**src/rtl/alu_arbiter_seq.sv**
```systemverilog
// Round-robin arbiter sharing one registered 16-bit ALU between two requesters.
// Optional requester lock (carry chaining) enabled by defining ALU_ARB_LOCK_EN.
module alu_arbiter_seq #(
   parameter int unsigned DATA_W = 16,
   parameter int unsigned OPC_W  = 5
) (
   input  logic              clk,
   input  logic              rst,
   input  logic              req0,
   input  logic              req1,
   input  logic [OPC_W-1:0]  op0,
   input  logic [OPC_W-1:0]  op1,
   input  logic [DATA_W-1:0] a0,
   input  logic [DATA_W-1:0] b0,
   input  logic [DATA_W-1:0] a1,
   input  logic [DATA_W-1:0] b1,
`ifdef ALU_ARB_LOCK_EN
   input  logic              lock0,
   input  logic              lock1,
`endif
   output logic              done0,
   output logic              done1,
   output logic [DATA_W-1:0] res_out,
   output logic              res_sign,
   output logic              res_carry,
   output logic              res_zero,
   output logic              busy,
   output logic              alu_enable,
   output logic [OPC_W-1:0]  alu_opcode,
   output logic [DATA_W-1:0] alu_in_a,
   output logic [DATA_W-1:0] alu_in_b,
   input  logic [DATA_W-1:0] alu_out,
   input  logic              alu_sign,
   input  logic              alu_carry,
   input  logic              alu_zero
);

   typedef enum logic [1:0] {S_IDLE, S_ISSUE, S_CAPTURE, S_DONE} state_t;

   state_t              state_q;
   logic                prio_q;     // 0: port 0 wins a tie, 1: port 1 wins
   logic                owner_q;
   logic [OPC_W-1:0]    opc_q;
   logic [DATA_W-1:0]   ina_q;
   logic [DATA_W-1:0]   inb_q;
   logic [DATA_W-1:0]   res_q;
   logic                sign_q;
   logic                carry_q;
   logic                zero_q;
   logic                done0_q;
   logic                done1_q;

   logic                grant_vld;
   logic                grant_sel;
   logic                lock_grant;

`ifdef ALU_ARB_LOCK_EN
   logic                locked_q;
   logic                own_req;
   logic                own_lock;

   assign own_req  = owner_q ? req1  : req0;
   assign own_lock = owner_q ? lock1 : lock0;
   assign lock_grant = locked_q && own_req;
`else
   assign lock_grant = 1'b0;
`endif

   always_comb begin
      grant_vld = req0 | req1;
      grant_sel = 1'b0;
      if (lock_grant) begin
         grant_sel = owner_q;
      end else if (req0 && req1) begin
         grant_sel = prio_q;
      end else begin
         grant_sel = req1;
      end
   end

   always_ff @(posedge clk) begin
      if (rst) begin
         state_q <= S_IDLE;
         prio_q  <= 1'b0;
         owner_q <= 1'b0;
         opc_q   <= '0;
         ina_q   <= '0;
         inb_q   <= '0;
         res_q   <= '0;
         sign_q  <= 1'b0;
         carry_q <= 1'b0;
         zero_q  <= 1'b0;
         done0_q <= 1'b0;
         done1_q <= 1'b0;
`ifdef ALU_ARB_LOCK_EN
         locked_q <= 1'b0;
`endif
      end else begin
         done0_q <= 1'b0;
         done1_q <= 1'b0;
         unique case (state_q)
            S_IDLE: begin
`ifdef ALU_ARB_LOCK_EN
               // A locked owner still gets this grant; lock is re-sampled at its DONE.
               if (locked_q && (!own_req || !own_lock)) locked_q <= 1'b0;
`endif
               if (grant_vld) begin
                  opc_q   <= grant_sel ? op1 : op0;
                  ina_q   <= grant_sel ? a1  : a0;
                  inb_q   <= grant_sel ? b1  : b0;
                  owner_q <= grant_sel;
                  if (!lock_grant) prio_q <= ~grant_sel;
                  state_q <= S_ISSUE;
               end
            end
            S_ISSUE: state_q <= S_CAPTURE;
            S_CAPTURE: begin
               res_q   <= alu_out;
               sign_q  <= alu_sign;
               carry_q <= alu_carry;
               zero_q  <= alu_zero;
               done0_q <= ~owner_q;
               done1_q <= owner_q;
               state_q <= S_DONE;
            end
            S_DONE: begin
`ifdef ALU_ARB_LOCK_EN
               locked_q <= own_lock;
`endif
               state_q <= S_IDLE;
            end
            default: state_q <= S_IDLE;
         endcase
      end
   end

   assign alu_enable = (state_q == S_ISSUE);
   assign alu_opcode = opc_q;
   assign alu_in_a   = ina_q;
   assign alu_in_b   = inb_q;
   assign busy       = (state_q != S_IDLE);
   assign done0      = done0_q;
   assign done1      = done1_q;
   assign res_out    = res_q;
   assign res_sign   = sign_q;
   assign res_carry  = carry_q;
   assign res_zero   = zero_q;

endmodule
```
**config.mk**
```make
export PLATFORM = sky130hd
export DESIGN_NAME = alu_arbiter_seq
export DESIGN_NICKNAME = d
export VERILOG_FILES = /design/src/rtl/alu_arbiter_seq.sv
export SDC_FILE = /design/constraint.sdc
export NUM_CORES = 1
export LEC_CHECK = 0
export CAP_MARGIN = 20
export CORE_MARGIN = 2
export CORE_UTILIZATION = 35
export CTS_BUF_LIST = sky130_fd_sc_hd__clkbuf_8 sky130_fd_sc_hd__clkbuf_16
export DETAILED_ROUTE_END_ITERATION = 12
export MAX_ROUTING_LAYER = met4
export PLACE_DENSITY = 0.72
export SKIP_LAST_GASP = 1
export SYNTH_ARGS = -nofsm -noshare
export SYNTH_HDL_FRONTEND = slang
export SYNTH_SLANG_ARGS = --single-unit
```
**constraint.sdc**
```tcl
create_clock -name clk -period 1.9 [get_ports clk]
set_clock_uncertainty 0.1 [all_clocks]
set_input_delay 0.57 -clock clk [delete_from_list [all_inputs] [get_ports clk]]
set_output_delay 0.57 -clock clk [all_outputs]
set_load 0.02 [all_outputs]
```
# ---- Word level (Yosys, flattened, before mapping)
# Cells that the tools add are included.
dict set report totals {
  ff_bits 62
  out_inout_bits 60
  elab_cells 31
}
dict set report classes {
  n_eq_ne 4
  mux 6
  bitwise 4
  reduce_logical 5
}
# operator n
set op_table {}
lappend op_table {{$mux 16} 2}
lappend op_table {{$pmux 2 s4} 1}
lappend op_table {{$mux 5} 1}
lappend op_table {{$eq 2x2->1 const B} 2}
lappend op_table {{$not 1->1} 3}
lappend op_table {{$eq 2x1->1 const B} 1}
lappend op_table {{$logic_not 2->1} 1}
lappend op_table {{$mux 2} 1}
lappend op_table {{$ne 2x2->1 const B} 1}
lappend op_table {{$reduce_and 2->1} 1}
lappend op_table {{$reduce_bool 2->1} 1}
lappend op_table {{$reduce_or 2->1} 1}
lappend op_table {{$logic_and 1x1->1} 1}
lappend op_table {{$mux 1} 1}
lappend op_table {{$or 1x1->1} 1}

# ---- Longest topological paths before layout
# Gate-level depths: netlist of run 1.
dict set report logic_depth {
  word_depth 3
  depth_mapped 7
  mapped_depth_nobuf 5
}

# ---- Least setup slack after synthesis of run 1
# OpenSTA, ideal clock, no wires.
dict set report synth_timing {
  path_type {input port to flip-flop}
  from {input req1}
  to {register inb_q[4] (netlist: alu_in_b[4])}
  t_arrival_ps 1306
  t_required_ps 1653
  path_slack_ps 347
  path_stages 6
  path_buffers 3
  path_cell_list {buf_6 -> o21a_4 -> buf_12 -> buf_6 -> nor2_1 -> a311oi_2}
}
dict set report synth_via {
  elab_chain_cells 3
}
# element line
set synth_lines {}
lappend synth_lines {{from (decl)} 10} ;# input logic req1,
lappend synth_lines {{$logic_and 1x1->1} 74} ;# end else if (req0 && req1) begin
lappend synth_lines {{$mux 1} 74}
lappend synth_lines {{$mux 16} 110} ;# inb_q <= grant_sel ? b1 : b0;
lappend synth_lines {{to (signal assigned)} 110}
lappend synth_lines {{to (decl)} 45} ;# logic [DATA_W-1:0] inb_q;
# Several ways; a longest one is shown, not always the timed one.
# A chain may end at the register's enable or synchronous reset.

# ---- Worst setup path after layout of run 1
dict set report layout_timing {
  from {register state_q[1]}
  to {output busy}
}
dict set report layout_via {
  elab_chain_cells 1
}
# element line
set layout_lines {}
lappend layout_lines {{from (decl)} 40} ;# state_t state_q;
lappend layout_lines {{from (signal assigned)} 83} ;# state_q <= S_IDLE;
lappend layout_lines {{from (signal assigned)} 113} ;# state_q <= S_ISSUE;
lappend layout_lines {{from (signal assigned)} 116} ;# S_ISSUE: state_q <= S_CAPTURE;
lappend layout_lines {{$reduce_bool 2->1} 141} ;# assign busy = (state_q != S_IDLE);
lappend layout_lines {{to (decl)} 27} ;# output logic busy,
# No other way between the ends.

==> results of run 1 <==
sequential cells by signal, summed over array words and instances, names as in the netlist:
register,cells
done1,1
alu_in_b,16
alu_in_a,16
res_sign,1
res_carry,1
state_q,2
alu_opcode,5
res_zero,1
prio_q,1
done0,1
res_out,16
owner_q,1
area by class of cell:
type,count,area (sq um)
Timing Repair Buffer,177,1730
Clock buffer,12,165
Inverter,4,15.0
Tap cell,108,135
Fill cell,782,3760
Clock inverter,3,42.5
Multi-Input combinational cell,206,1510
Sequential cell,62,1240
worst register-to-register path, delay by kind of cell (launching register included):
kind | cells | cell delay, ns
buffers and inverters | 3 | 0.43
adders and majority gates | 1 | 0.18
AOI/OAI and AO/OA | 2 | 0.48
and+or+nand+nor | 1 | 0.06
DFF | 1 | 0.32
worst min path at each step:
stage | start | endpoint | slack [ns] | cells past startpoint
floorplan | owner_q$_SDFFE_PP0P_ | done0$_SDFF_PP0_ | 0.31 | 1
global placement | owner_q$_SDFFE_PP0P_ | done0$_SDFF_PP0_ | 0.33 | 1
detailed placement | owner_q$_SDFFE_PP0P_ | done0$_SDFF_PP0_ | 0.34 | 1
CTS | owner_q$_SDFFE_PP0P_ | done0$_SDFF_PP0_ | 0.35 | 1
global route | owner_q$_SDFFE_PP0P_ | done0$_SDFF_PP0_ | 0.36 | 1
finish | owner_q$_SDFFE_PP0P_ | done0$_SDFF_PP0_ | 0.34 | 1
cell families after synthesis:
family / after synthesis / share of synthesized area, %
mux: 20 / 6.58
simple gates: 102 / 16.4
fa+ha+maj: 4 / 1.65
buf+inv: 38 / 9.58
flops: 62 / 40.8
compound gates: 80 / 25.0
synthesized netlist by cell type:
library cell,n
buf_1,1
ha_1,4
dfxtp_1,62
or3b_1,1
nor3b_1,1
o21ai_0,8
nand2b_1,1
nand3_1,37
a32oi_1,1
and2b_1,1
a21oi_1,1
buf_12,3
a311oi_1,6
a211oi_1,1
nor2_2,20
a311oi_2,32
clkbuf_2,3
clkbuf_1,10
o21a_4,1
inv_2,1
o21ai_1,30
nor2_1,40
mux2i_1,20
buf_2,5
and3b_1,1
buf_6,12
inv_1,3
repair_timing:
item | CTS | global route
resized for setup | 65 | 2
endpoints found under the setup margin | 60 | 1
pin swaps | 0 | 0
gates cloned | 0 | 0
placed cells by master (no fill, tap or decap), drive strengths merged:
master / n
clkdlybuf4s50: 94
dfxtp: 62
nor2: 60
dlygate4sd2: 58
a311oi: 38
o21ai: 38
nand3: 37
buf: 25
mux2i: 20
clkbuf: 12
ha: 4
inv: 4
and2b: 1
o21a: 1
nand2b: 1
or3b: 1
a211oi: 1
a21oi: 1
a32oi: 1
nor3b: 1
and3b: 1
clkinvlp: 1
clkinv: 1
bufinv: 1
routing by layer:
| layer | GRT usage (%) | up-vias | share of wire [%] |
|---|---|---|---|
| met5 | - | - | 0 |
| met4 | 5.88 | 0 | 1.1 |
| met3 | 6.04 | 9 | 8.2 |
| met2 | 30.1 | 117 | 47 |
| met1 | 23.1 | 1355 | 44 |
| li1 | - | 1417 | - |
power breakdown:
part	switching [uW]	internal [uW]
registers	220	1710
logic	1780	1450
clock network	504	704
per-stage QoR:
step | setup WS [ns] | TNS, ns | utilization (%)
floorplan | 0.347 | 0 | -
global placement | -0.155 | -5.01 | 54.8
detailed placement | -0.254 | -6.82 | 54.8
CTS | -0.0592 | -0.0592 | 56.3
global route | 0.0106 | 0 | 56.3
finish | 0.0926 | 0 | 56.3
==> flow_metrics.env, run 1 <==
export IMPL_fp_dieW_microns=97.2
export IMPL_run_status="complete, no violations"
export IMPL_setup_violations=0
export IMPL_crit_fanout=3
export IMPL_io_pins=157
export IMPL_leakagePower_uw=0.00197
export IMPL_fin_crit_sh_pct=95.1
export IMPL_final_cell_area_sq_mm=0.00484
export IMPL_ys_warn_count=0
export IMPL_cts_sinks=62
export IMPL_reg2reg_depth=7
export IMPL_startpoint_type="flip-flop"
export IMPL_period_needed_ns=1.81
export IMPL_dp_hpwl_microns=6240
export IMPL_criticalPathCategory="flip-flop to output port"
export IMPL_endpoint="busy"
export IMPL_rsz0062_at_grt="false"
export IMPL_grt_use_total_pct=18.9
export IMPL_grt_max_degree=37
export IMPL_startpoint="state_q[1]$_SDFFE_PP0P_"
export IMPL_antenna_found_initial=0
export IMPL_die_area_sq_mm=0.00945
export IMPL_path_common_cell="inv_1"
export IMPL_max_vdd_ir_drop_v=0.000579
export IMPL_synth_nets=407
export IMPL_grt_overflow_total=0
export IMPL_drive_gt1_share_pct=20.3
export IMPL_drt_total_wl_microns=8690
export IMPL_htreeDepth=3
export IMPL_yosys_top_cells_area="dfxtp_1 (41%), a311oi_2 (16%), mux2i_1 (6.6%)"
export IMPL_cp_top_family="flip-flops"
export IMPL_first_pass_iters=4
export IMPL_tightest_slew_ns=0.325
export IMPL_wl_per_cell_microns=15.2
export IMPL_drv_slew=0
export IMPL_cts_setup_buffers=0
export IMPL_finalHoldViolations=0
export IMPL_synth_top_area_cell="dfxtp_1"
export IMPL_cp_end_kind="output port"
export IMPL_slowest_stage="dfxtp_1"
export IMPL_r2r_start="state_q[1]$_SDFFE_PP0P_"
export IMPL_clockRootBuffer="clkbuf_8"
export IMPL_synth_top_area_share_pct=40.8
export IMPL_drv_cap=0
export IMPL_clkTransAtPathRegs_ns=0.07
export IMPL_hold_buffers=0
export IMPL_path_depth=4
export IMPL_relSlewSlack_pct=78.3
export IMPL_initial_utilization_pct=35.4
export IMPL_place_congestion=0.738
export IMPL_required_ns=1.23
export IMPL_place_area_sq_mm=0.00471
export IMPL_slowest_delay_ns=0.34
export IMPL_r2r_end="alu_in_a[1]$_SDFFE_PP0P_"
export IMPL_via_per_inst=5.07
export IMPL_power_total_uw=6370
export IMPL_port_buffers=156
export IMPL_arrival_ns=1.14
export IMPL_dp_cells=557
export IMPL_core_area_sq_mm=0.00859
export IMPL_antenna_left=0
export IMPL_clock_fmax_ghz=0.553
export IMPL_grt_pass1_wl_microns=14200
export IMPL_powerDensity_mw_per_mm2=1320
export IMPL_fin_nets=561
export IMPL_rows=34
export IMPL_area_growth_syn_to_layout_pct=59.0
export IMPL_final_cells=572
export IMPL_cts_buffers=9
export IMPL_antenna_cells=0
export IMPL_first_global_vias=2934
export IMPL_chipHeight_microns=97.2
export IMPL_vias=2898
export IMPL_syn_inst=306
export IMPL_cts_tree="yes"
export IMPL_yosysUniqueCellTypes=27
export IMPL_timing_hold_ws_ns=0.342
export IMPL_r2r_setup_slack_ns=0.22
export IMPL_yosysSeqAreaShare_pct=40.8
export IMPL_clk_latency_ns=0.33
export IMPL_cp_num_buf_inv=3
export IMPL_syn_cell_area_sq_mm=0.00304
export IMPL_drt_iter0_drc=65
export IMPL_cp_cell_sequence="inv_1, ha_1, inv_1, buf_4"
export IMPL_syn_avg_cell_area_sq_um=9.94
export IMPL_hold_path_class="flip-flop to flip-flop"
export IMPL_route_detailed_drc=0
export IMPL_ys_ff_latch=62
export IMPL_cts_buffer_depth=2
(Power assumes the default switching activity.)
==> inputs of run 2 (changes only) <==
Settings changed: ABC_CLOCK_PERIOD_IN_PS set to 1900.
==> results of run 2 <==
Same layout as run 1: the final DEF is identical, and so are final timing and power.
==> inputs of run 3 (changes only) <==
Settings changed: CORE_ASPECT_RATIO set to 1.1.
==> run 3 against run 2 <==
Effect of this change:
- register-to-register slack better by 0.05 ns
- maximum frequency up 0.72%
- critical path depth down 1
- core utilization up 1.5 points
- non-clock buffer count up 1
- hold slack better by 0.025 ns
- via count down 0.17%
- critical path type unchanged
- critical endpoint is now alu_enable
- largest power group unchanged
- highest routed layer unchanged
==> flow_metrics.env, run 3 (synthesis results as in run 1) <==
export IMPL_rsz0062_at_grt="false"
export IMPL_required_ns=1.23
export IMPL_core_area_sq_mm=0.00841
export IMPL_drt_total_wl_microns=8740
export IMPL_grt_max_degree=63
export IMPL_vias=2893
export IMPL_crit_fanout=2
export IMPL_dp_hpwl_microns=6330
export IMPL_max_vdd_ir_drop_v=0.000708
export IMPL_timing_hold_ws_ns=0.367
export IMPL_arrival_ns=1.12
export IMPL_cts_buffer_depth=2
export IMPL_final_cell_mix="clkdlybuf4s50_1 (94), dfxtp_1 (62), dlygate4sd2_1 (58)"
export IMPL_final_cells=577
export IMPL_port_buffers=156
export IMPL_period_needed_ns=1.79
export IMPL_cp_cell_sequence="buf_4, ha_1, buf_2"
export IMPL_fp_dieW_microns=92.9
export IMPL_io_pins=157
export IMPL_slowest_stage="dfxtp_1"
export IMPL_area_growth_syn_to_layout_pct=59.6
export IMPL_dp_cells=561
export IMPL_grt_use_total_pct=19.4
export IMPL_cts_resized=63
export IMPL_drt_iter0_drc=120
export IMPL_slowest_delay_ns=0.31
export IMPL_htreeDepth=3
export IMPL_wl_per_cell_microns=15.1
export IMPL_drv_slew=0
export IMPL_die_area_sq_mm=0.00945
export IMPL_route_detailed_drc=0
export IMPL_place_congestion=0.714
export IMPL_grt_overflow_total=0
export IMPL_powerDensity_mw_per_mm2=1310
export IMPL_relSlewSlack_pct=76.4
export IMPL_antenna_found_initial=0
export IMPL_hold_buffers=0
export IMPL_tns_ns=0
export IMPL_clockRootBuffer="clkbuf_8"
export IMPL_initial_utilization_pct=36.2
export IMPL_grt_pass1_wl_microns=14200
export IMPL_clkTransAtPathRegs_ns=0.07
export IMPL_antenna_cells=0
export IMPL_startpoint_type="flip-flop"
export IMPL_clock_fmax_ghz=0.557
export IMPL_cts_setup_buffers=0
export IMPL_drv_cap=0
export IMPL_rows=35
export IMPL_setup_violations=0
export IMPL_cts_sinks=62
export IMPL_chipHeight_microns=102
export IMPL_antenna_left=0
export IMPL_via_per_inst=5.01
export IMPL_fin_nets=562
export IMPL_criticalPathCategory="flip-flop to output port"
export IMPL_fin_crit_sh_pct=94.4
export IMPL_drive_gt1_share_pct=20.6
export IMPL_run_status="complete, no violations"
export IMPL_cts_buffers=9
export IMPL_layout_commonest_cell="clkdlybuf4s50_1"
export IMPL_n_fill_cell=768
export IMPL_cts_tree="yes"
export IMPL_finalHoldViolations=0
export IMPL_first_pass_iters=6
export IMPL_cp_end_kind="output port"
export IMPL_hold_path_class="flip-flop to flip-flop"
export IMPL_first_global_vias=2983
export IMPL_tightest_slew_ns=0.354
export IMPL_clk_latency_ns=0.32
export IMPL_leakagePower_uw=0.00198
[run 3: final cells by class]
class | instances | area, sq um | share of cell area [%]
tap | 111 | 139 | 2.86
clock inverter | 5 | 48.8 | 1.00
sequential | 62 | 1240 | 25.6
clock buffer | 11 | 151 | 3.12
inverter | 4 | 15.0 | 0.309
timing repair buffer | 178 | 1750 | 36.0
multi-input combinational | 206 | 1510 | 31.1
[run 3: worst paths after layout]
path	from	end	slack (ns)	cells after the start
setup / recovery	state_q[0]$_SDFFE_PP0P_	alu_enable	0.11	3
hold / removal	owner_q$_SDFFE_PP0P_	done0$_SDFF_PP0_	0.37	1
setup reg to reg	state_q[1]$_SDFFE_PP0P_	alu_in_a[3]$_SDFFE_PP0P_	0.27	7
hold reg to reg	owner_q$_SDFFE_PP0P_	done0$_SDFF_PP0_	0.37	1
[run 3: stage by stage]
step / cell area (sq um) / utilization, % / power (uW) / worst slack, ns
after global placement: 4740 / 56.3 / 5470 / -0.148
after floorplan: 3040 / - / 4240 / 0.347
final: 4860 / 57.8 / 6370 / 0.106
after detailed placement: 4740 / 56.3 / 5540 / -0.197
after CTS: 4860 / 57.8 / 6440 / -0.112
after global routing: 4860 / 57.8 / 6780 / 0.00288
[run 3: metal layers]
layer	up-vias	wire length, microns	global-route usage (%)
met4	0	102	4.52
met5	-	0	-
li1	1423	-	-
met1	1342	3740	23.2
met2	118	4230	32.2
met3	10	664	6.10
[run 3: worst max-delay path: cells and delay by family (launching register included)]
family / cells / cell delay (ns)
adder cells (fa/ha/maj): 1 / 0.20
flip-flops: 1 / 0.31
buffers and inverters: 2 / 0.29
[run 3: report_power, final]
group	internal, uW	total [uW]	switching, uW
logic	1480	3280	1790
clock network	667	1170	502
registers	1710	1930	213
==> patch 1: new RTL, config.mk and constraints of run 3 <==
Encoding of `state_t`: now one-hot (4 bits for 4 states).
--- a/src/rtl/alu_arbiter_seq.sv
+++ b/src/rtl/alu_arbiter_seq.sv
@@ -37,3 +37,3 @@
 
-   typedef enum logic [1:0] {S_IDLE, S_ISSUE, S_CAPTURE, S_DONE} state_t;
+   typedef enum logic [3:0] {S_IDLE = 4'b0001, S_ISSUE = 4'b0010, S_CAPTURE = 4'b0100, S_DONE = 4'b1000} state_t;
 
Formal check against the unedited RTL: same outputs for any inputs over 10 cycles, from zero or initial values and one cycle with rst high; not proved beyond that.
==> patch 1 against run 3 <==
  * The run now ends with setup timing left
  * Highest routed layer unchanged
  * Global-route usage grew 2.3 points
  * Design area shrank 0.46%
  * Routed wire length grew 6.3%
  * Synthesized area shrank 15%
  * Non-clock buffer count grew 14
  * Worst setup slack lost 280 ps
  * Final cell count shrank 5.0%
  * Sequential cell count grew 2
  * Core utilization grew 10 points
  * Register-to-register slack lost 380 ps
  * Sequential share of layout area grew 1.1 points
  * Die area shrank 14%
Power is not compared: it rests on default switching activity, and its combinational part moved more than twofold at a synthesized area within 25%.
==> patch 1: results (changes against run 3) <==
| Metric | Value |
|---|---|
| PortBufs | 156 (unchanged) |
| Largest net degree at the start of global routing | 28 (-56%) |
| Routed vias | 2872 (-0.73%) |
| Critical Path Source | state_q[2]$_SDFFE_PP0P_ |
| Critical path's largest stage delay | 360 ps (+50 ps) |
| Final #Nets | 555 (-1.2%) |
| Worst-margin pin slew | 320 ps (-34.3 ps) |
| DRT Pass-1 Iters | 4 (-2) |
| TNS Setup | -3260 ps (-3260 ps) |
| Failing checks | setup timing |
| Adder-Cell Fraction of Synth Area | 0 (-0.0165) |
| Number of global-route vias before repair | 2792 (-6.4%) |
| Slowest cell on the critical path | dfxtp_4 |
| Final HPWL DP | 5930 um (-6.3%) |
| Overall Global Routing Usage | 0.217 (+0.0225) |
| Asr flop ratio synth | 0 (unchanged) |
| Xor and xnor fraction of the mapped netlist area | 0 (unchanged) |
| Total CTS buffers | 9 (unchanged) |
| Distinct cells, synth | 25 (-7.4%) |
| Flop-to-flop setup slack | -110 ps (-380 ps) |
| Synth Area in Compound Gates | 0.278 (+0.0286) |
| Worst Setup EP | busy |
| Final GP Congestion | 0.776 (+8.7%) |
| Synth Flop Type | dfxtp_1 |
| Share of the synthesized area in the top cell type | 0.494 (+0.0859) |
| ANT cells | 0 (unchanged) |
| Main area contributors after synthesis | dfxtp_1, a221o_1, a21oi_1, nand2b_1, nand2_1 |
| Clock Tree Buf Depth | 2 (unchanged) |
| LEAKAGE | roughly 2.1 nW |
| Post-synthesis sequential area ratio | 0.494 (+0.0859) |
| CTS Root Cell | clkbuf_8 |
| Syn_nets | 378 (-7.1%) |
| Worst Hold Class | flop to flop |
| Worst-path fanout max | 3 (+1) |
| CTS H-tree depth | 3 (unchanged) |
| Final worst setup slack | -173 ps (-279 ps) |
| Reg2reg path depth | 9 (+2) |
| First-pass GRT wire length | 13400 um (-5.5%) |
| Iter 0 DRT Violations | 166 (+38%) |
| Worst-Skew Late Latency | between 300 and 400 ps |
| # fillers | 594 (-23%) |
| Reg clk slew, reported paths | 70 ps (about the same) |
| Wire per inst | 16.9 um (+12%) |
| Status | complete, but fails checks |
| Reg2reg end | alu_in_b[13]$_SDFFE_PP0P_ |
| Multiplexer share of the synthesized area | 0 (-0.0658) |
| Arr. time, crit path | 1400 ps (+280 ps) |
| Final Setup Violations | 38 (+38) |
| YS warnings | 0 (unchanged) |
| Place WS | -335 ps (-138 ps) |
| Share of post-route cells with drive strength above 1 | 0.143 (-0.0635) |
| Max VDD drop | 0.417 mV |
| P_comb | 0.00113 W |
| Most frequent cells after synthesis | dfxtp_1, a21oi_1, nand2_1, nand2b_1, a221o_1 |
## patch 1: worst min path at each step
| stage | from | endpoint | slack (ps) | depth (start not counted) |
|---|---|---|---|---|
| after floorplan | owner_q$_SDFFE_PP0P_ | done0$_SDFF_PP0_ | 300 | 1 |
| after global routing | owner_q$_SDFFE_PP0P_ | done0$_SDFF_PP0_ | 370 | 1 |
| after global placement | owner_q$_SDFFE_PP0P_ | done0$_SDFF_PP0_ | 330 | 1 |
| final | owner_q$_SDFFE_PP0P_ | done0$_SDFF_PP0_ | 340 | 1 |
| after CTS | owner_q$_SDFFE_PP0P_ | done0$_SDFF_PP0_ | 350 | 1 |
| after detailed placement | owner_q$_SDFFE_PP0P_ | done0$_SDFF_PP0_ | 330 | 1 |
## patch 1: per-stage QoR
step	std cells	area [um^2]	total power [W]
after global routing	548	4830	0.00416
after detailed placement	515	4360	0.00257
after floorplan	281	2600	0.00200
final	548	4830	0.00399
after CTS	537	4670	0.00394
after global placement	515	4360	0.00256
## patch 1: repair_timing
action / 4_1_cts / 5_1_grt
buffers inserted: 4 / 7
cloned: 2 / 6
endpoints found under the setup margin: 97 / 39
pin swaps: 2 / 13
resized for setup: 81 / 9
endpoints found under the hold margin: 0 / 0
## patch 1: critical path: cells and delay by family, from the launching register on
family,cells,cell delay [ps]
buffers and inverters,3,360
and+or+nand+nor,1,350
DFF,1,360
## patch 1: layer usage
metal	vias to the layer above	global-route usage	wire length, um
met2	142	0.343	4490
met3	8	0.0466	696
li1	1376	-	-
met4	0	0.0860	68
met1	1346	0.269	4030
met5	-	-	0
## patch 1: final cells by class
cell class | count | share of cell area
repair buffers | 192 | 0.409
flip-flops and latches | 64 | 0.266
multi-input cells | 189 | 0.254
clock buffers | 10 | 0.0285
well taps | 85 | 0.0220
clock inverters | 6 | 0.0189
inverters | 2 | 0.00155
==> patch 2: new RTL, flow settings as in run 3 <==
Without the edit above. The parameter `DATA_W` goes from 16 to 18.
--- a/src/rtl/alu_arbiter_seq.sv
+++ b/src/rtl/alu_arbiter_seq.sv
@@ -3,3 +3,3 @@
 module alu_arbiter_seq #(
-   parameter int unsigned DATA_W = 16,
+   parameter int unsigned DATA_W = 18,
    parameter int unsigned OPC_W  = 5
Interface: changed (8 resized); port bits go from 157 to 173. The function was not compared with the original's and may differ.
==> patch 2 against run 3 <==
  * Sequential share of layout area up 0.051 points
  * Sequential cell count up 6
  * Worst setup slack worse by 5.4 ps
  * Die area up 5.8%
  * Synthesized cell count up 9.8%
  * Synthesized area up 6.0%
  * Final cell count up 8.3%
  * Sequential power up 9%
  * Routed wire length up 8.9%
  * Combinational power up 8.5%
  * Design area up 9.6%
  * Count of clock-buffer cells in the layout down 2
  * Total power up 12%
  * Critical endpoint unchanged
  * Largest cell class unchanged
  * Largest power group unchanged
==> patch 2: results (changes against run 3) <==
| Metric | Value |
|---|---|
| Final HPWL DP | 6910 um (+9.1%) |
| PortBufs | 172 (+10%) |
| Dpl cells | 609 (+8.6%) |
| Place WS | -227 ps (-29.9 ps) |
| DRT Wirelength | 9520 um (+8.9%) |
| Combinational share of power | 0.500 (-0.014) |
| Syn Area/Cell | 9.60 um^2 (-3.4%) |
| # fillers | 777 (+1.2%) |
| Synth Flop Type | dfxtp_1 |
| CTS Root Cell | clkbuf_8 |
| Number of global-route vias before repair | 3057 (+2.5%) |
| Setup bufs post-CTS | 0 (unchanged) |
| Status | finished, final reports clean |
| First-pass GRT wire length | 14700 um (+3.8%) |
| Reg power frac | 0.294 (-0.008) |
| Routed vias | 3166 (+9.4%) |
| Hold path depth | 1 (unchanged) |
| Reg clk slew, reported paths | 70 ps (about the same) |
| Worst-Skew Late Latency | 340 ps (+20 ps) |
| Main area contributors after synthesis | dfxtp_1, a311oi_2, nor2_1, mux2i_1, o21ai_0 |
| Max VDD drop | 0.656 mV (-7.2%) |
| Reg2reg path depth | 7 (unchanged) |
| YS warnings | 0 (unchanged) |
| Reg2reg end | alu_in_b[6]$_SDFFE_PP0P_ |
| Asr flop ratio synth | 0 (unchanged) |
| Worst Hold Class | flop to flop |
| Wire per inst | 15.2 um (+0.57%) |
| Final #Nets | 617 (+9.8%) |
| Initial antenna violation count | 0 (unchanged) |
| Syn_nets | 447 (+9.8%) |
| LEAKAGE | 2.17 nW (+9.4%) |
| Clock Tree Buf Depth | 2 (unchanged) |
| Post-synthesis sequential area ratio | 0.422 (+0.0140) |
| CTS H-tree depth | 3 (unchanged) |
| Final GP Congestion | 0.754 (+5.6%) |
| Largest net degree at the start of global routing | 35 (-44%) |
| Distinct cells, synth | 23 (-15%) |
| Flop-to-flop setup slack | 300 ps (+30 ps) |
| DRT Pass-1 Iters | 4 (-2) |
| Arr. time, crit path | 1130 ps |
| Critical Path Source | state_q[0]$_SDFFE_PP0P_ |
| Maxcap violations | 0 (unchanged) |
| Total CTS buffers | 9 (unchanged) |
| Iter 0 DRT Violations | 122 (+1.7%) |
| Worst-path fanout max | 2 (unchanged) |
| ANT cells | 0 (unchanged) |
| Overall Global Routing Usage | 0.192 (-0.00246) |
| Worst-margin pin slew | 288 ps (-66.3 ps) |
| Post-placement cell area | 5160 um^2 (+8.9%) |
| Share of post-route cells with drive strength above 1 | 0.178 (-0.0279) |
| Switch Pwr | 0.00275 W (+9.7%) |
| Hold_sp | owner_q$_SDFFE_PP0P_ |
| Most frequent cells after synthesis | dfxtp_1, nor2_1, o21ai_0 |
| Hold EP | done0$_SDFF_PP0_ |
[patch 2: layer usage]
layer / routed length (um) / global-route usage
met1: 3790 / 0.217
met2: 4870 / 0.322
met3: 751 / 0.0649
met4: 102 / 0.0480
met5: 0 / -
[patch 2: worst max path at each step]
stage / endpoint / slack (ps) / depth (start not counted)
final: alu_enable / 100 / 3
after global routing: alu_enable / 50 / 3
after CTS: busy / -120 / 4
after detailed placement: alu_in_a[13]$_SDFFE_PP0P_ / -230 / 5
after global placement: alu_in_b[6]$_SDFFE_PP0P_ / -160 / 5
after floorplan: alu_in_a[14]$_SDFFE_PP0P_ / 360 / 5
[patch 2: area by class of cell]
cell class | count | area [um^2] | share of cell area
tap | 114 | 143 | 0.0268
clock buffer | 9 | 124 | 0.0233
multi-input combinational | 226 | 1640 | 0.308
inverter | 4 | 15.0 | 0.00282
sequential | 68 | 1360 | 0.256
timing repair buffer | 197 | 1910 | 0.360
clock inverter | 7 | 124 | 0.0233
[patch 2: timing repair]
item	4_1_cts	5_1_grt
setup endpoints to repair	66	1
endpoints found under the hold margin	0	0
gates resized for setup	70	6
[patch 2: per-stage QoR]
step,hold WS [ps],power (W)
2_1_floorplan,314,0.00441
3_3_place_gp,342,0.00592
3_5_place_dp,356,0.00603
4_1_cts,366,0.00721
5_1_grt,388,0.00759
6_report,359,0.00713
[patch 2: cells by family (layout without fill, tap and decap cells)]
kind of cell | Yosys count | count (layout) | share of synthesized area
flops | 68 | 68 | 0.422
mux | 22 | 22 | 0.0683
buf+inv | 42 | 217 | 0.0741
compound gates | 88 | 88 | 0.268
simple gates | 112 | 112 | 0.152
fa+ha+maj | 4 | 4 | 0.0155
[patch 2: worst max-delay path: stages, from the launching register on]
cell	delay, ps
dfxtp_1	310
buf_4	130
ha_1	190
buf_2	160
